==> src/rtl/rgb_frame_reader_if.sv <==
// Pixel stream bundle between the frame reader and its sink.
// Carries RGB data, pixel address and end-of-frame marker with valid/ready.
interface rgb_frame_reader_if #(
    parameter int DATA_WIDTH = 8,
    parameter int ADD_WIDTH  = 12
);
    logic [DATA_WIDTH-1:0] out_R;
    logic [DATA_WIDTH-1:0] out_G;
    logic [DATA_WIDTH-1:0] out_B;
    logic [ADD_WIDTH-1:0]  out_addr;
    logic                  out_valid;
    logic                  out_ready;
    logic                  out_last;

    modport master (
        output out_R, out_G, out_B, out_addr,
        output out_valid, out_last,
        input  out_ready
    );

    modport slave (
        input  out_R, out_G, out_B, out_addr,
        input  out_valid, out_last,
        output out_ready
    );
endinterface

==> src/rtl/rgb_frame_reader.sv <==
// Walks the RGB frame RAM read port and streams pixels with valid/ready.
// A 4-entry FIFO with credit-based issue absorbs sink backpressure.
module rgb_frame_reader #(
    parameter int DATA_WIDTH   = 8,
    parameter int ADD_WIDTH    = 12,
    parameter int FRAME_PIXELS = 1024
) (
    input  logic                  clk,
    input  logic                  rst,
    input  logic                  start,
    output logic                  busy,
    output logic                  done,
    output logic [ADD_WIDTH-1:0]  ram_addr,
    input  logic [DATA_WIDTH-1:0] ram_R,
    input  logic [DATA_WIDTH-1:0] ram_G,
    input  logic [DATA_WIDTH-1:0] ram_B,
    rgb_frame_reader_if.master    pix
);
    typedef enum logic [1:0] {IDLE, ISSUE, DRAIN, DONE} state_t;

    localparam logic [ADD_WIDTH-1:0] LAST_ADDR =
        ADD_WIDTH'(FRAME_PIXELS - 1);
    localparam int EW = 3 * DATA_WIDTH + ADD_WIDTH + 1;

    state_t state_q, state_d;

    logic [ADD_WIDTH-1:0] addr_q;
    logic                 rd_valid_q;
    logic [ADD_WIDTH-1:0] rd_addr_q;

    logic [EW-1:0] mem [4];
    logic [1:0]    wr_ptr;
    logic [1:0]    rd_ptr;
    logic [2:0]    count;

    logic [EW-1:0]         head;
    logic                  valid;
    logic                  push;
    logic                  pop;
    logic                  issue;
    logic [2:0]            count_after_pop;
    logic [DATA_WIDTH-1:0] h_r, h_g, h_b;
    logic [ADD_WIDTH-1:0]  h_addr;
    logic                  h_last;

    assign head  = mem[rd_ptr];
    assign valid = (count != 3'd0);
    assign pop   = valid && pix.out_ready;
    assign push  = rd_valid_q;

    // Credit covers the read whose data lands in the FIFO this edge.
    assign count_after_pop = count - {2'b00, pop};
    assign issue = (state_q == ISSUE) &&
                   ((count_after_pop + {2'b00, rd_valid_q}) < 3'd4);

    // Stale FIFO contents are masked so idle outputs read as zero.
    assign {h_r, h_g, h_b, h_addr, h_last} = valid ? head : '0;

    assign pix.out_R     = h_r;
    assign pix.out_G     = h_g;
    assign pix.out_B     = h_b;
    assign pix.out_addr  = h_addr;
    assign pix.out_last  = h_last;
    assign pix.out_valid = valid;

    assign ram_addr = addr_q;
    assign busy     = (state_q != IDLE);
    assign done     = (state_q == DONE);

    always_comb begin
        state_d = state_q;
        unique case (state_q)
            IDLE:    if (start) state_d = ISSUE;
            ISSUE:   if (issue && addr_q == LAST_ADDR) state_d = DRAIN;
            DRAIN:   if (pop && h_last) state_d = DONE;
            DONE:    state_d = IDLE;
            default: state_d = IDLE;
        endcase
    end

    always_ff @(posedge clk) begin
        if (rst) begin
            state_q    <= IDLE;
            addr_q     <= '0;
            rd_valid_q <= 1'b0;
            rd_addr_q  <= '0;
            wr_ptr     <= '0;
            rd_ptr     <= '0;
            count      <= '0;
        end else begin
            state_q <= state_d;
            if (state_q == IDLE && start)
                addr_q <= '0;
            else if (issue && addr_q != LAST_ADDR)
                addr_q <= addr_q + 1'b1;
            rd_valid_q <= issue;
            rd_addr_q  <= addr_q;
            if (push) wr_ptr <= wr_ptr + 2'd1;
            if (pop)  rd_ptr <= rd_ptr + 2'd1;
            count <= count + {2'b00, push} - {2'b00, pop};
        end
    end

    always_ff @(posedge clk) begin
        if (push)
            mem[wr_ptr] <= {ram_R, ram_G, ram_B, rd_addr_q,
                            rd_addr_q == LAST_ADDR};
    end
endmodule

==> src/flat_wrapper.sv <==
// flat-port wrapper written by rule: the top's interface ports become plain ports
module rgb_frame_reader_flat 
#(
    parameter int DATA_WIDTH   = 8,
    parameter int ADD_WIDTH    = 12,
    parameter int FRAME_PIXELS = 1024
)
  (clk, rst, start, busy, done, ram_addr, ram_R, ram_G, ram_B, pix_out_R, pix_out_G, pix_out_B, pix_out_addr, pix_out_valid, pix_out_last, pix_out_ready);
  rgb_frame_reader_if #(.DATA_WIDTH(DATA_WIDTH), .ADD_WIDTH(ADD_WIDTH)) pix_i ();
  input  logic clk;
  input  logic rst;
  input  logic start;
  output logic busy;
  output logic done;
  output logic [ADD_WIDTH-1:0] ram_addr;
  input  logic [DATA_WIDTH-1:0] ram_R;
  input  logic [DATA_WIDTH-1:0] ram_G;
  input  logic [DATA_WIDTH-1:0] ram_B;
  output wire logic [$bits(pix_i.out_R)-1:0] pix_out_R;
  output wire logic [$bits(pix_i.out_G)-1:0] pix_out_G;
  output wire logic [$bits(pix_i.out_B)-1:0] pix_out_B;
  output wire logic [$bits(pix_i.out_addr)-1:0] pix_out_addr;
  output wire logic [$bits(pix_i.out_valid)-1:0] pix_out_valid;
  output wire logic [$bits(pix_i.out_last)-1:0] pix_out_last;
  input wire logic [$bits(pix_i.out_ready)-1:0] pix_out_ready;
  assign pix_out_R = pix_i.out_R;
  assign pix_out_G = pix_i.out_G;
  assign pix_out_B = pix_i.out_B;
  assign pix_out_addr = pix_i.out_addr;
  assign pix_out_valid = pix_i.out_valid;
  assign pix_out_last = pix_i.out_last;
  assign pix_i.out_ready = pix_out_ready;
  rgb_frame_reader #(.DATA_WIDTH(DATA_WIDTH), .ADD_WIDTH(ADD_WIDTH), .FRAME_PIXELS(FRAME_PIXELS)) u_core (.clk(clk), .rst(rst), .start(start), .busy(busy), .done(done), .ram_addr(ram_addr), .ram_R(ram_R), .ram_G(ram_G), .ram_B(ram_B), .pix(pix_i));
endmodule
==> config.mk <==
export PLATFORM = sky130hd
export DESIGN_NAME = rgb_frame_reader_flat
export DESIGN_NICKNAME = d
export VERILOG_FILES = /design/src/rtl/rgb_frame_reader_if.sv /design/src/rtl/rgb_frame_reader.sv /design/src/flat_wrapper.sv
export SDC_FILE = /design/constraint.sdc
export NUM_CORES = 1
export LEC_CHECK = 0
export ABC_AREA = 1
export CORE_AREA = 4 4 163 165
export CTS_BUF_LIST = sky130_fd_sc_hd__clkbuf_4 sky130_fd_sc_hd__clkbuf_8 sky130_fd_sc_hd__clkbuf_16
export CTS_CLUSTER_DIAMETER = 40
export DETAILED_ROUTE_END_ITERATION = 10
export DIE_AREA = 0 0 167 169
export GPL_ROUTABILITY_DRIVEN = 1
export REMOVE_ABC_BUFFERS = 1
export SKIP_LAST_GASP = 1
export SLEW_MARGIN = 20
export SYNTH_ARGS = -nofsm -noshare
export SYNTH_HDL_FRONTEND = slang
export SYNTH_SLANG_ARGS = --single-unit
==> constraint.sdc <==
create_clock -name clk -period 2.2 [get_ports clk]
set_clock_uncertainty 0.1 [all_clocks]
set_input_delay 0.33 -clock clk [delete_from_list [all_inputs] [get_ports clk]]
set_output_delay 0.33 -clock clk [all_outputs]
set_load 0.01 [all_outputs]
# After elaboration in Yosys (flattened, before gate mapping)
# Memory sizes are Yosys's and may differ from the RTL's. A register that Yosys moved wholly into a read port is not among the register bits.
# Cells that the tools add are included.
dict set report totals {
  reg_bits 34
  mem_bits_rw 148
  input_bits 28
  out_inout_bits 52
  wordCells 45
  memories 1
}
# name depth word_bits rd rd_ports_with_merged_regs write_ports line_no
set memory_table {}
lappend memory_table {u_core.mem 4 37 1 1 1 rgb_frame_reader.sv:31} ;# logic [EW-1:0] mem [4];
dict set report op_classes {
  addsub 7
  n_lt_le_gt_ge 1
  n_eq_ne 9
  mux 9
  reduce_logical 11
}
# cell n
set op_table {}
lappend op_table {{37-bit two-way mux} 1}
lappend op_table {{12-bit by 10-bit equality test with 1-bit output (second input constant)} 2}
lappend op_table {{12-bit by 1-bit adder with 12-bit output (second input constant)} 1}
lappend op_table {{12-bit by 10-bit inequality test with 1-bit output (second input constant)} 1}
lappend op_table {{2-bit two-way mux} 5}
lappend op_table {{2-bit one-hot mux with 4 select lines} 1}
lappend op_table {{3-bit by 1-bit adder with 3-bit output} 2}
lappend op_table {{1-bit logical AND} 6}
lappend op_table {{3-bit by 1-bit subtractor with 3-bit output} 2}
lappend op_table {{2-bit by 1-bit adder with 2-bit output (second input constant)} 2}
lappend op_table {{2-bit equality test (second input constant)} 2}
lappend op_table {{2-bit inequality test (second input constant)} 2}
lappend op_table {{3-bit < comparator (second input constant)} 1}
lappend op_table {{3-bit AND reduction} 1}
lappend op_table {{3-bit nonzero test} 1}
lappend op_table {{2-bit by 1-bit equality test with 1-bit output (second input constant)} 1}
lappend op_table {{2-bit logical NOT} 1}
lappend op_table {{1-bit two-way mux} 2}
lappend op_table {{2-bit by 1-bit inequality test with 1-bit output (second input constant)} 1}
lappend op_table {{2-bit nonzero test} 1}
lappend op_table {{2-bit OR reduction} 1}

# Longest topological paths before layout
dict set report depth {
  word_depth 9
  mapped_depth 16
  ltp_nobuf 16
}

# Worst setup path after synthesis
# OpenSTA, ideal clock, no wires.
dict set report synth_timing {
  path_kind {register to register}
  startpoint {register u_core.count[1]}
  endpoint {register u_core.addr_q[10], in the netlist u_core.ram_addr[10]}
  setup_time_ps 69
  arrival_ps 2305
  required_time_ps 2031
  slack_ps -275
  stages_incl_launch_ff 16
  n_path_buf 1
  synth_period_minus_slack_ps 2475
  cell_sequence {dfxtp_1 -> inv_2 -> nand3_1 -> nand2_1 -> inv_1 -> nand2_1 -> o21ai_0 -> ha_1 -> fa_1 -> nand3b_2 -> nand2_2 -> nand2_2 -> nor2_4 -> buf_6 -> nand2_2 -> a21oi_2}
}
dict set report synth_via {
  elab_chain_cells 7
}
# item line_no
set synth_lines {}
lappend synth_lines {{start, declared} rgb_frame_reader.sv:34} ;# logic [2:0] count;
lappend synth_lines {{start signal, assigned} rgb_frame_reader.sv:100} ;# count <= count + {2'b00, push} - {2'b00, pop};
lappend synth_lines {{3-bit nonzero test} rgb_frame_reader.sv:47} ;# assign valid = (count != 3'd0);
lappend synth_lines {{named net pix_out_valid} flat_wrapper.sv:23} ;# output wire logic [$bits(pix_i.out_valid)-1:0] pix_out_valid;
lappend synth_lines {{1-bit logical AND} rgb_frame_reader.sv:48} ;# assign pop = valid && pix.out_ready;
lappend synth_lines {{3-bit by 1-bit subtractor with 3-bit output} rgb_frame_reader.sv:52} ;# assign count_after_pop = count - {2'b00, pop};
lappend synth_lines {{3-bit by 1-bit adder with 3-bit output} rgb_frame_reader.sv:54} ;# ((count_after_pop + {2'b00, rd_valid_q}) < 3'd4);
lappend synth_lines {{3-bit < comparator} rgb_frame_reader.sv:54}
lappend synth_lines {{1-bit logical AND} rgb_frame_reader.sv:53} ;# assign issue = (state_q == ISSUE) &&
lappend synth_lines {{1-bit logical AND} rgb_frame_reader.sv:94} ;# else if (issue && addr_q != LAST_ADDR)
lappend synth_lines {{end signal, assigned} rgb_frame_reader.sv:95} ;# addr_q <= addr_q + 1'b1;
lappend synth_lines {{end, declared} rgb_frame_reader.sv:27} ;# logic [ADD_WIDTH-1:0] addr_q;
# The timed path passes the listed nets, and every way through them passes these cells.
# A chain may end at the register's enable or synchronous reset.

# Worst setup path after layout
dict set report layout_timing {
  startpoint {register u_core.count[1]}
  endpoint {register u_core.addr_q[5], in the netlist u_core.ram_addr[5]}
}
dict set report layout_via {
  elab_chain_cells 7
}
# item line_no
set layout_lines {}
lappend layout_lines {{3-bit nonzero test} rgb_frame_reader.sv:47}
lappend layout_lines {{1-bit logical AND} rgb_frame_reader.sv:48}
lappend layout_lines {{3-bit by 1-bit subtractor with 3-bit output *} rgb_frame_reader.sv:52}
lappend layout_lines {{3-bit by 1-bit adder with 3-bit output *} rgb_frame_reader.sv:54}
lappend layout_lines {{3-bit < comparator *} rgb_frame_reader.sv:54}
lappend layout_lines {{1-bit logical AND *} rgb_frame_reader.sv:53}
lappend layout_lines {{1-bit logical AND *} rgb_frame_reader.sv:94}
# Every way passes the cells marked *; elsewhere a longest branch is shown, timed or not.

==> impl_metrics.ini <==
[status]
status = finished with violations
violations = setup timing

[synthesis]
synth_fa_ha_area_share_pct = 2.12
synth_top_family_by_area = simple AND/OR/NAND/NOR gates
ys_types = 28
ys_ff_latch = 184
ys.flop_type = edfxtp_1
synthSimpleGateAreaFrac_pct = 14.7
synth.area.mux_share_pct = 0
synthXorXnorAreaFrac_pct = 0.825
syn_inst = 669
synth_top_area_share_pct = 59.8
synth_top_area_cell = edfxtp_1
yosysSeqAreaShare_pct = 69.5
async_reset_ff_share_pct = 0
yosys_warnings = 0
synth_edf_count = 148
synth.cell_area_mm2 = 0.00743
synthMostInstantiatedCell = nor2_1
synth_compound_area_share_pct = 8.81
synthTopCellsByArea = edfxtp_1, dfxtp_1, nor2_1, o21ai_0, a21oi_1
syn_area_per_cell_um2 = 11.1
synthTopCellsByCount = nor2_1, edfxtp_1, o21ai_0

[cells_and_area]
fin_area_mm2 = 0.00992
fillers = 2376
final_nets = 834
area_growth_pct = 33.6
drive_above_1_share_pct = 25.8
utilization_pct = 39.6
antenna_cells = 0
final_cells = 1137

[floorplan]
fp.dieH_um = 169
die_x_um = 167
dieArea_mm2 = 0.0282
coreArea_mm2 = 0.0250
rows = 58
initial_core_util_pct = 29.7
io_pins = 80

[drt]
via_per_inst = 4.46
route.detailed.drc = 0
firstDrtPassIters = 5
vias = 5069
drt_wl_total_mm = 17.4
final_antenna_net_count = 0
wl_per_cell_um = 15.3
drtIter0Drc = 271

[worst_setup_path]
end_kind = register
worst-path-stages = 17
crit_chain = inv_2 > nand3_2 > nand2_2 > inv_2 > nand2_2 > o21ai_2 > ha_2 > fa_2 > nand3b_4 > nand2_2 > nand2_2 > nor2_4 > buf_6 > buf_12 > nand2_2 > nand2_1 > a21oi_1
critPathRequiredTime_ns = 2.40
cpPeakStageDelay_ns = 0.34
reg2reg_to = u_core.ram_addr[5]
worst-path-max-fanout = 6
critPathLaunchType = register
crit_family = simple AND/OR/NAND/NOR gates
reg2reg_depth = 17
timing.critical_path.buf_inv = 4
cpMostUsedCell = nand2_2
worstPathArrival_ns = 2.46
r2r-start = u_core.count[1]
critPathKind = reg -> reg
r2r_setup_slack_ns = -0.06
cpMaxStageDelayCell = fa_2

[sta]
slew_headroom_pct = 70.8
period_needed_ns = 2.26
period_share_pct = 103
worstMarginPinSlew_ns = 0.435
drv_slew = 0
max_freq_ghz = 0.442
rsz0062_at_grt = yes
hold_viol = 0
setup_viol = 9
holdWs_ns = 0.371
setup_slack_ns = -0.0619

[grt]
grtUsageTotal_pct = 12.2
grt-ovfl-total = 0
grt_pass1_vias = 5044
grt_max_degree = 38
antenna_found_initial = 0
grt_pass1_wl_mm = 26.9

[clocking]
cts_hold_buf = 0
cts_buffers = 17
cts-root-buf = clkbuf_16
clk_latency_ns = 0.42
cts_buffer_depth = 2
clkTransAtPathRegs_ns = 0.06
cts_tree = done
htree_num_levels = 4
clock_sinks = 184

[place]
dp.cells = 1083
io_buffers = 79
dpl_cell_area_mm2 = 0.00890
routabilityCongestion = 0.766
dpl.hpwl_mm = 10.5

[min_path]
hold_class = reg -> reg
hp-start = u_core.rd_ptr[1]
hold_depth = 2

[pwr]
power.leakage_nw = 3.63
p_total_mw = 11.2
power_density_mw_per_mm2 = 1120
ir_drop_v = 0.000556

[flow_run]
cap_violations = 0
## worst max-delay path by stage
stage	from	endpoint	slack, ns
finish	u_core.count[1]	u_core.ram_addr[5]	-0.06
global route	u_core.count[1]	u_core.ram_addr[5]	-0.20
CTS	register	pix_out_addr[11]	-0.18
detailed placement	pix_out_ready	u_core.ram_addr[2]	-0.47
global placement	pix_out_ready	u_core.ram_addr[2]	-0.44
floorplan	register	pix_out_last	-0.94
## layer usage
layer	GRT usage, %	up-vias	share of wire, %
met5	0	-	0
met4	3.13	0	1.1
met3	3.32	12	3.5
met2	20.9	89	50
met1	15.3	2443	46
li1	-	2525	-
## worst min-delay path, stage by stage, from the launching register on
cell	delay (ns)
dfxtp_1	0.30
inv_1	0.07
a21oi_1	0.06
## state kept, by name, indices dropped and copies added (netlist names), named ones only
| name | count |
|---|---|
| u_core.mem | 148 |
| u_core.ram_addr | 12 |
| u_core.rd_addr_q | 12 |
| u_core.count | 3 |
| u_core.rd_ptr | 2 |
| u_core.state_q | 2 |
| u_core.wr_ptr | 2 |
| u_core.push | 1 |
## per-stage QoR
step	setup WS (ns)	TNS, ns
5_1_grt	-0.204	-2.68
4_1_cts	-0.177	-2.28
2_1_floorplan	-0.939	-37.73
3_5_place_dp	-0.474	-6.28
6_report	-0.0619	-0.350
3_3_place_gp	-0.437	-5.45
## power breakdown
part / internal [mW] / switching, mW / total (mW)
Sequential: 3.96 / 0.103 / 4.07
Clock: 1.83 / 1.21 / 3.04
Combinational: 1.81 / 2.24 / 4.05
## cell type report
type                    count  area (um^2)  area share (%)
clock buffers              24          503            5.07
flip-flops and latches    184         5180            52.2
repair buffers            136         1380            13.9
clock inverters             8         95.1           0.959
well taps                 330          413            4.16
multi-input cells         411         2170            21.9
inverters                  44          180            1.82
## kinds of logic after synthesis
logic type / Yosys count
simple gates: 262
fa+ha+maj: 12
flops: 184
compound gates: 130
buf+inv: 74
xor+xnor: 7
## layout by cell type (no fill, tap or decap), drive strengths merged, types with 2 or more instances in the layout
cell             n
a21oi           54
buf             82
bufinv           2
clkbuf          34
clkdlybuf4s15    2
clkdlybuf4s50   41
clkinv           5
dfxtp           36
edfxtp         148
ha              11
inv             44
nand2           58
nand3           14
nand4            5
nor2           180
nor3             3
o21ai           76
xor2             6
## repair_timing
item	4_1_cts	5_1_grt
gates cloned	4	4
resized for setup	160	94
setup endpoints to repair	51	50
pin swaps	25	47
setup buffers	8	9
Power figures use the tool's default switching activity.
